### src/rtl/zx81_tape_pkg.sv
// Shared encodings and timing presets for the ZX81 .P tape player.
package zx81_tape_pkg;

  typedef enum logic [2:0] {
    ST_IDLE,
    ST_LEADIN,
    ST_NAME,
    ST_FETCH,
    ST_SHIFT,
    ST_TRAIL,
    ST_DONE
  } tape_state_e;

  typedef enum logic [1:0] {
    PH_IDLE,
    PH_HIGH,
    PH_LOW,
    PH_GAP
  } pulse_phase_e;

  localparam int PULSES_ONE  = 9;
  localparam int PULSES_ZERO = 4;

  // 12.5 MHz clk_sys: 150us half pulse, 1300us gap, 0.5s lead-in, 0.1s trail
  localparam int HALF_CYC_12M5   = 1875;
  localparam int GAP_CYC_12M5    = 16250;
  localparam int LEADIN_CYC_12M5 = 6250000;
  localparam int TRAIL_CYC_12M5  = 1250000;

  localparam int HALF_CYC_13M    = 1950;
  localparam int GAP_CYC_13M     = 16900;
  localparam int LEADIN_CYC_13M  = 6500000;
  localparam int TRAIL_CYC_13M   = 1300000;

  function automatic logic [3:0] pulse_count(input logic bit_val);
    return bit_val ? 4'(PULSES_ONE) : 4'(PULSES_ZERO);
  endfunction

endpackage

### src/rtl/zx81_tape_bit_gen.sv
// Emits one tape bit: n pulses of HALF_CYC high/low, then GAP_CYC silence.
// A go in the bit_done cycle starts the next bit with no idle cycle.
module zx81_tape_bit_gen
  import zx81_tape_pkg::*;
#(
  parameter int HALF_CYC = HALF_CYC_12M5,
  parameter int GAP_CYC  = GAP_CYC_12M5
) (
  input  logic clk_sys,
  input  logic reset_n,
  input  logic abort_i,
  input  logic go_i,
  input  logic bit_val_i,
  output logic ear_o,
  output logic bit_done_o
);

  localparam int BT_MAX = (GAP_CYC > HALF_CYC) ? GAP_CYC : HALF_CYC;
  localparam int BT_W   = $clog2(BT_MAX + 1);

  pulse_phase_e    phase_q, phase_d;
  logic [BT_W-1:0] tmr_q, tmr_d;
  logic [3:0]      pcnt_q, pcnt_d;
  logic            tmr_zero;

  assign tmr_zero   = (tmr_q == '0);
  assign bit_done_o = (phase_q == PH_GAP) && tmr_zero;
  assign ear_o      = (phase_q == PH_HIGH);

  always_comb begin
    phase_d = phase_q;
    tmr_d   = tmr_q;
    pcnt_d  = pcnt_q;
    case (phase_q)
      PH_HIGH: begin
        if (tmr_zero) begin
          phase_d = PH_LOW;
          tmr_d   = BT_W'(HALF_CYC - 1);
        end else begin
          tmr_d = tmr_q - BT_W'(1);
        end
      end
      PH_LOW: begin
        if (!tmr_zero) begin
          tmr_d = tmr_q - BT_W'(1);
        end else if (pcnt_q > 4'd1) begin
          phase_d = PH_HIGH;
          tmr_d   = BT_W'(HALF_CYC - 1);
          pcnt_d  = pcnt_q - 4'd1;
        end else begin
          phase_d = PH_GAP;
          tmr_d   = BT_W'(GAP_CYC - 1);
        end
      end
      PH_GAP: begin
        if (tmr_zero) phase_d = PH_IDLE;
        else          tmr_d   = tmr_q - BT_W'(1);
      end
      default: ;
    endcase
    if (go_i && ((phase_q == PH_IDLE) || bit_done_o)) begin
      phase_d = PH_HIGH;
      tmr_d   = BT_W'(HALF_CYC - 1);
      pcnt_d  = pulse_count(bit_val_i);
    end
    if (abort_i) begin
      phase_d = PH_IDLE;
      tmr_d   = '0;
      pcnt_d  = '0;
    end
  end

  always_ff @(posedge clk_sys) begin
    if (!reset_n) begin
      phase_q <= PH_IDLE;
      tmr_q   <= '0;
      pcnt_q  <= '0;
    end else begin
      phase_q <= phase_d;
      tmr_q   <= tmr_d;
      pcnt_q  <= pcnt_d;
    end
  end

endmodule

### src/rtl/zx81_tape_player.sv
// Plays a stored .P image onto EAR: lead-in, name byte, data bytes MSB first, trail.
// Next data byte is prefetched while the current byte shifts; a slow read only stretches the gap.
module zx81_tape_player
  import zx81_tape_pkg::*;
#(
  parameter int         HALF_CYC   = HALF_CYC_12M5,
  parameter int         GAP_CYC    = GAP_CYC_12M5,
  parameter int         LEADIN_CYC = LEADIN_CYC_12M5,
  parameter int         TRAIL_CYC  = TRAIL_CYC_12M5,
  parameter logic [7:0] NAME_BYTE  = 8'hA6,
  parameter int         TMR_W      = 24
) (
  input  logic        clk_sys,
  input  logic        reset_n,
  input  logic        start,
  input  logic        stop,
  input  logic [15:0] length,
  output logic        rd_req,
  output logic [15:0] rd_addr,
  input  logic        rd_ack,
  input  logic [7:0]  rd_data,
  output logic        ear,
  output logic        busy,
  output logic        done
);

  tape_state_e      state_q, state_d;
  logic [15:0]      len_q, len_d;
  logic [15:0]      idx_q, idx_d;
  logic [15:0]      sent_q, sent_d;
  logic [7:0]       shreg_q, shreg_d;
  logic [2:0]       bitcnt_q, bitcnt_d;
  logic [7:0]       pf_q, pf_d;
  logic             pf_vld_q, pf_vld_d;
  logic             req_q, req_d;
  logic [TMR_W-1:0] tmr_q, tmr_d;

  logic bg_go, bg_bit, bg_abort, bg_bit_done, bg_ear;
  logic active, load_pf;

  zx81_tape_bit_gen #(
    .HALF_CYC (HALF_CYC),
    .GAP_CYC  (GAP_CYC)
  ) u_bit_gen (
    .clk_sys    (clk_sys),
    .reset_n    (reset_n),
    .abort_i    (bg_abort),
    .go_i       (bg_go),
    .bit_val_i  (bg_bit),
    .ear_o      (bg_ear),
    .bit_done_o (bg_bit_done)
  );

  assign active = (state_q == ST_LEADIN) || (state_q == ST_NAME) ||
                  (state_q == ST_SHIFT)  || (state_q == ST_FETCH);

  always_comb begin
    state_d  = state_q;
    len_d    = len_q;
    idx_d    = idx_q;
    sent_d   = sent_q;
    shreg_d  = shreg_q;
    bitcnt_d = bitcnt_q;
    pf_d     = pf_q;
    pf_vld_d = pf_vld_q;
    req_d    = req_q;
    tmr_d    = tmr_q;
    bg_go    = 1'b0;
    bg_bit   = 1'b0;
    bg_abort = 1'b0;
    load_pf  = 1'b0;

    // Read port runs alongside the byte FSM, keeping the prefetch register full.
    if (req_q && rd_ack) begin
      pf_d     = rd_data;
      pf_vld_d = 1'b1;
      req_d    = 1'b0;
      idx_d    = idx_q + 16'd1;
    end else if (active && !req_q && !pf_vld_q && (idx_q < len_q)) begin
      req_d = 1'b1;
    end

    case (state_q)
      ST_IDLE: begin
        if (start && !stop) begin
          len_d    = length;
          idx_d    = '0;
          sent_d   = '0;
          pf_vld_d = 1'b0;
          req_d    = 1'b0;
          // NAME takes one more silent cycle, so lead-in totals LEADIN_CYC
          tmr_d    = TMR_W'(LEADIN_CYC - 2);
          state_d  = ST_LEADIN;
        end
      end
      ST_LEADIN: begin
        if (tmr_q == '0) state_d = ST_NAME;
        else             tmr_d   = tmr_q - TMR_W'(1);
      end
      ST_NAME: begin
        shreg_d  = NAME_BYTE;
        bitcnt_d = 3'd7;
        bg_go    = 1'b1;
        bg_bit   = NAME_BYTE[7];
        state_d  = ST_SHIFT;
      end
      ST_SHIFT: begin
        if (bg_bit_done) begin
          if (bitcnt_q != 3'd0) begin
            shreg_d  = shreg_q << 1;
            bitcnt_d = bitcnt_q - 3'd1;
            bg_go    = 1'b1;
            bg_bit   = shreg_q[6];
          end else if (sent_q < len_q) begin
            if (pf_vld_q) load_pf = 1'b1;
            else          state_d = ST_FETCH;
          end else begin
            tmr_d   = TMR_W'(TRAIL_CYC - 1);
            state_d = ST_TRAIL;
          end
        end
      end
      ST_FETCH: begin
        if (pf_vld_q) load_pf = 1'b1;
      end
      ST_TRAIL: begin
        if (tmr_q == '0) state_d = ST_DONE;
        else             tmr_d   = tmr_q - TMR_W'(1);
      end
      ST_DONE: state_d = ST_IDLE;
      default: state_d = ST_IDLE;
    endcase

    if (load_pf) begin
      shreg_d  = pf_q;
      pf_vld_d = 1'b0;
      bitcnt_d = 3'd7;
      sent_d   = sent_q + 16'd1;
      bg_go    = 1'b1;
      bg_bit   = pf_q[7];
      state_d  = ST_SHIFT;
    end

    if (stop && (state_q != ST_IDLE)) begin
      state_d  = ST_IDLE;
      req_d    = 1'b0;
      pf_vld_d = 1'b0;
      bg_abort = 1'b1;
    end
  end

  always_ff @(posedge clk_sys) begin
    if (!reset_n) begin
      state_q  <= ST_IDLE;
      len_q    <= '0;
      idx_q    <= '0;
      sent_q   <= '0;
      shreg_q  <= '0;
      bitcnt_q <= '0;
      pf_q     <= '0;
      pf_vld_q <= 1'b0;
      req_q    <= 1'b0;
      tmr_q    <= '0;
    end else begin
      state_q  <= state_d;
      len_q    <= len_d;
      idx_q    <= idx_d;
      sent_q   <= sent_d;
      shreg_q  <= shreg_d;
      bitcnt_q <= bitcnt_d;
      pf_q     <= pf_d;
      pf_vld_q <= pf_vld_d;
      req_q    <= req_d;
      tmr_q    <= tmr_d;
    end
  end

  assign rd_req  = req_q;
  assign rd_addr = idx_q;
  assign ear     = bg_ear;
  assign busy    = (state_q != ST_IDLE);
  assign done    = (state_q == ST_DONE);

endmodule
### config.mk
export PLATFORM = sky130hd
export DESIGN_NAME = zx81_tape_player
export DESIGN_NICKNAME = d
export VERILOG_FILES = /design/src/rtl/zx81_tape_pkg.sv /design/src/rtl/zx81_tape_bit_gen.sv /design/src/rtl/zx81_tape_player.sv
export SDC_FILE = /design/constraint.sdc
export NUM_CORES = 1
export LEC_CHECK = 0
export CAP_MARGIN = 20
export CORE_ASPECT_RATIO = 0.8
export CORE_MARGIN = 2
export CORE_UTILIZATION = 34
export CTS_BUF_LIST = sky130_fd_sc_hd__clkbuf_8
export CTS_CLUSTER_SIZE = 12
export DETAILED_ROUTE_END_ITERATION = 10
export REMOVE_ABC_BUFFERS = 1
export SETUP_SLACK_MARGIN = 0.05
export SLEW_MARGIN = 20
export SYNTH_ARGS = -nofsm -noshare
export SYNTH_HDL_FRONTEND = slang
export SYNTH_SLANG_ARGS = --single-unit
### constraint.sdc
create_clock -name clk_sys -period 7.8 [get_ports clk_sys]
set_clock_uncertainty 0.15 [all_clocks]
set_input_delay 1.17 -clock clk_sys [delete_from_list [all_inputs] [get_ports clk_sys]]
set_output_delay 1.17 -clock clk_sys [all_outputs]
set_load 0.05 [all_outputs]
==> metrics.md <==
| Metric | Value |
|---|---|
| H-Tree Depth | `4` |
| Num CTS Buffers | `17` |
| Post-Syn Area | `6220 sq um` |
| Synth warn | `0` |
| Final WL | `around 16000 um` |
| Hold worst-path end | `len_q[3]$_SDFFE_PN0P_` |
| Final Hold Fails | `0` |
| Peak VDD IR | `between 0.15 and 0.2 mV` |
| Final Critical Period | `3.81 ns` |
| FFs w/ async S/R, synth | `0` |
| Finished Layout Cells | `around 1100` |
| Largest net degree at the start of global routing | `between 50 and 60` |
| Hold Startpoint | `len_q[3]$_SDFFE_PN0P_` |
| Placed inst area | `between 6000 and 7000 sq um` |
| Vias | `5658` |
| Remaining Overflow, GRT | `0` |
| Post-synth EDFFs | `0` |
| Outcome | `complete, no violations` |
| Gr usage total | `0.167` |
| Antenna violations before repair | `0` |
| # clock sinks | `~120` |
| Most frequent cells in the layout | `115 x dfxtp_1, 110 x nand2_1, 84 x a21oi_1` |
| Initial Util | `0.344` |
| Worst skew pair latency | `about 0.45 ns` |
| Die footprint | `about 19000 sq um` |
| Min-Delay Path Depth | `2` |
| Worst-path fanout max | `17` |
| Vias per inst | `about 5.3` |
| Die height | `125 um` |
| TritonCTS clock tree | `built` |
| First-pass GRT wire length | `approximately 26000 um` |
| RSZ-0062 raised after global routing | `no` |
| Core area | `~18000 sq um` |
| Hold Crit Class | `reg -> reg` |
| Avg WL per Cell | `approximately 15 um` |
| Most common cell after layout, fill and taps aside | `dfxtp_1` |
| DIE WIDTH | `about 160 um` |
| Placed Instances | `1031` |
| P_leak | `approximately 2.7 nW` |
| Root buffer cell | `clkbuf_8` |
| Vias in the first global route | `between 5000 and 6000` |
| Post_cts resized | `0` |
| Setup TNS after final layout | `0 ns` |
| Sequential area share after synthesis | `0.370` |
| Fmax achieved | `0.263 GHz` |
| Post-route DRC | `0` |
| Least-Margin Pin Slew | `between 0.9 and 1 ns` |
| Buffers on Ports | `48` |
| Postcts setup bufs | `0` |
| Area growth, synth to finish | `17.0%` |
| Max-cap violations | `0` |
| Crit path arrival time | `a little over 4 ns` |
| Final #Nets | `just under 900` |
| Final setup violation count | `0` |
| R2R Setup Slk | `roughly 4.2 ns` |
| Critical path endpoint category | `register` |
| FF-to-FF End | `tmr_q[23]$_SDFFE_PN0P_` |
| FP Rows | `44` |
| GPL Wtd Cong | `0.828` |
| Primary FF master, synth | `dfxtp_1` |
| Clock Path Buffers | `2` |
| Avg Synthesized Cell Area | `7.97 sq um` |
| Synth Register Bits | `approximately 120` |
| Slew HR | `0.367` |
| Top Ports | `slightly below 50` |
| HPWL after detailed placement | `11100 um` |
| Fin crit share | `0.488` |
| Setup Crit Path Kind | `in -> reg` |
| Share of cells above drive strength 1 | `0.0600` |
| Ant diodes | `0` |
| R2R depth | `9` |
| Design area | `roughly 7300 sq um` |
| Starting DRT DRC Count | `409` |
| CP required | `around 8 ns` |
| Pins over their slew limit | `0` |
| Fin util | `0.403` |
| Routed Antenna Nets | `0` |
| # hold bufs at CTS | `0` |
| Post-Synthesis Cells | `~800` |
| WHS | `around 0.3 ns` |
| DR pass1 iterations | `7` |
| RR Startpoint | `u_bit_gen.tmr_q[0]$_SDFFE_PP0P_` |
| CP Launch Type | `primary input` |
| CTS clk-pin slew, worst paths | `approximately 0.07 ns` |
| Number of fill cells | `about 1900` |
| Power Dens Cells | `~330 nW/um^2` |
| Yosys cell types | `60` |
critical path: stages:
cell,delay [ns]
clkdlybuf4s50_1,0.45
nand2b_1,0.20
o21ai_0,0.13
o21ba_1,0.19
a211oi_2,0.79
nand2_2,0.39
or4_1,0.55
a21oi_1,0.14
per-layer routing:
layer,part of all wire,up-vias,GRT usage
met2,0.40,137,0.231
met3,0.045,18,0.0426
met4,0.011,0,0.0426
li1,-,2901,-
met1,0.54,2602,0.255
met5,0,-,0
state kept, by name (all words and copies together) (netlist names), 4 cells and up:
register and cells:
len_q 16, pf_q 8, rd_addr 16, sent_q 16
shreg_q 7, tmr_q 24, u_bit_gen.pcnt_q 4, u_bit_gen.tmr_q 14
per-stage QoR:
stage	setup WS (ns)	total power, mW
after detailed placement	3.60	1.87
after global routing	3.80	2.60
after global placement	3.62	1.86
after floorplan	4.58	1.56
final	3.99	2.42
after CTS	4.05	2.41
cell families (layout without fill, tap and decap cells):
kind of cell	after synthesis	after routing	synth area share
compound gates	203	203	0.200
xor+xnor	31	31	0.0437
fa+ha+maj	38	38	0.0764
buf+inv	62	115	0.0392
flops	115	115	0.370
mux	4	4	0.00644
simple gates	327	327	0.264
worst max-delay path by stage:
stage	from	to
after floorplan	stop	tmr_q[13]$_SDFFE_PN0P_
after global placement	stop	tmr_q[23]$_SDFFE_PN0P_
after detailed placement	stop	tmr_q[13]$_SDFFE_PN0P_
after CTS	stop	tmr_q[13]$_SDFFE_PN0P_
after global routing	stop	tmr_q[23]$_SDFFE_PN0P_
final	stop	tmr_q[23]$_SDFFE_PN0P_
where the power goes:
part / switching, mW / total [mW] / internal, mW
Combinational: 0.701 / 1.07 / 0.370
Clock: 0.248 / 0.541 / 0.293
Sequential: 0.115 / 0.805 / 0.690
synth_stat cells (all sizes together), types with 6 or more instances:
library cell | instances | share of area
dfxtp | 115 | 0.37
nand2 | 111 | 0.067
a21oi | 84 | 0.068
nor2 | 63 | 0.038
ha | 38 | 0.076
o21ai | 38 | 0.031
nand3 | 31 | 0.025
inv | 30 | 0.018
xor2 | 25 | 0.035
clkbuf | 22 | 0.013
a31oi | 21 | 0.021
nor3 | 21 | 0.017
and3 | 16 | 0.016
nor4 | 15 | 0.020
nand2b | 13 | 0.013
or3 | 13 | 0.013
nand4 | 11 | 0.013
buf | 10 | 0.0078
a211oi | 7 | 0.0093
nand4b | 6 | 0.0084
o211ai | 6 | 0.0072
xnor2 | 6 | 0.0084
cell type report:
cell class	instances	area, sq um	area share
clock buffers	19	262	0.0359
flip-flops and latches	115	2300	0.316
inverters	30	113	0.0155
multi-input cells	603	3670	0.505
repair buffers	53	518	0.0712
well taps	230	288	0.0396
clock inverters	13	119	0.0163
No activity file was read; power rests on OpenSTA's default activity.
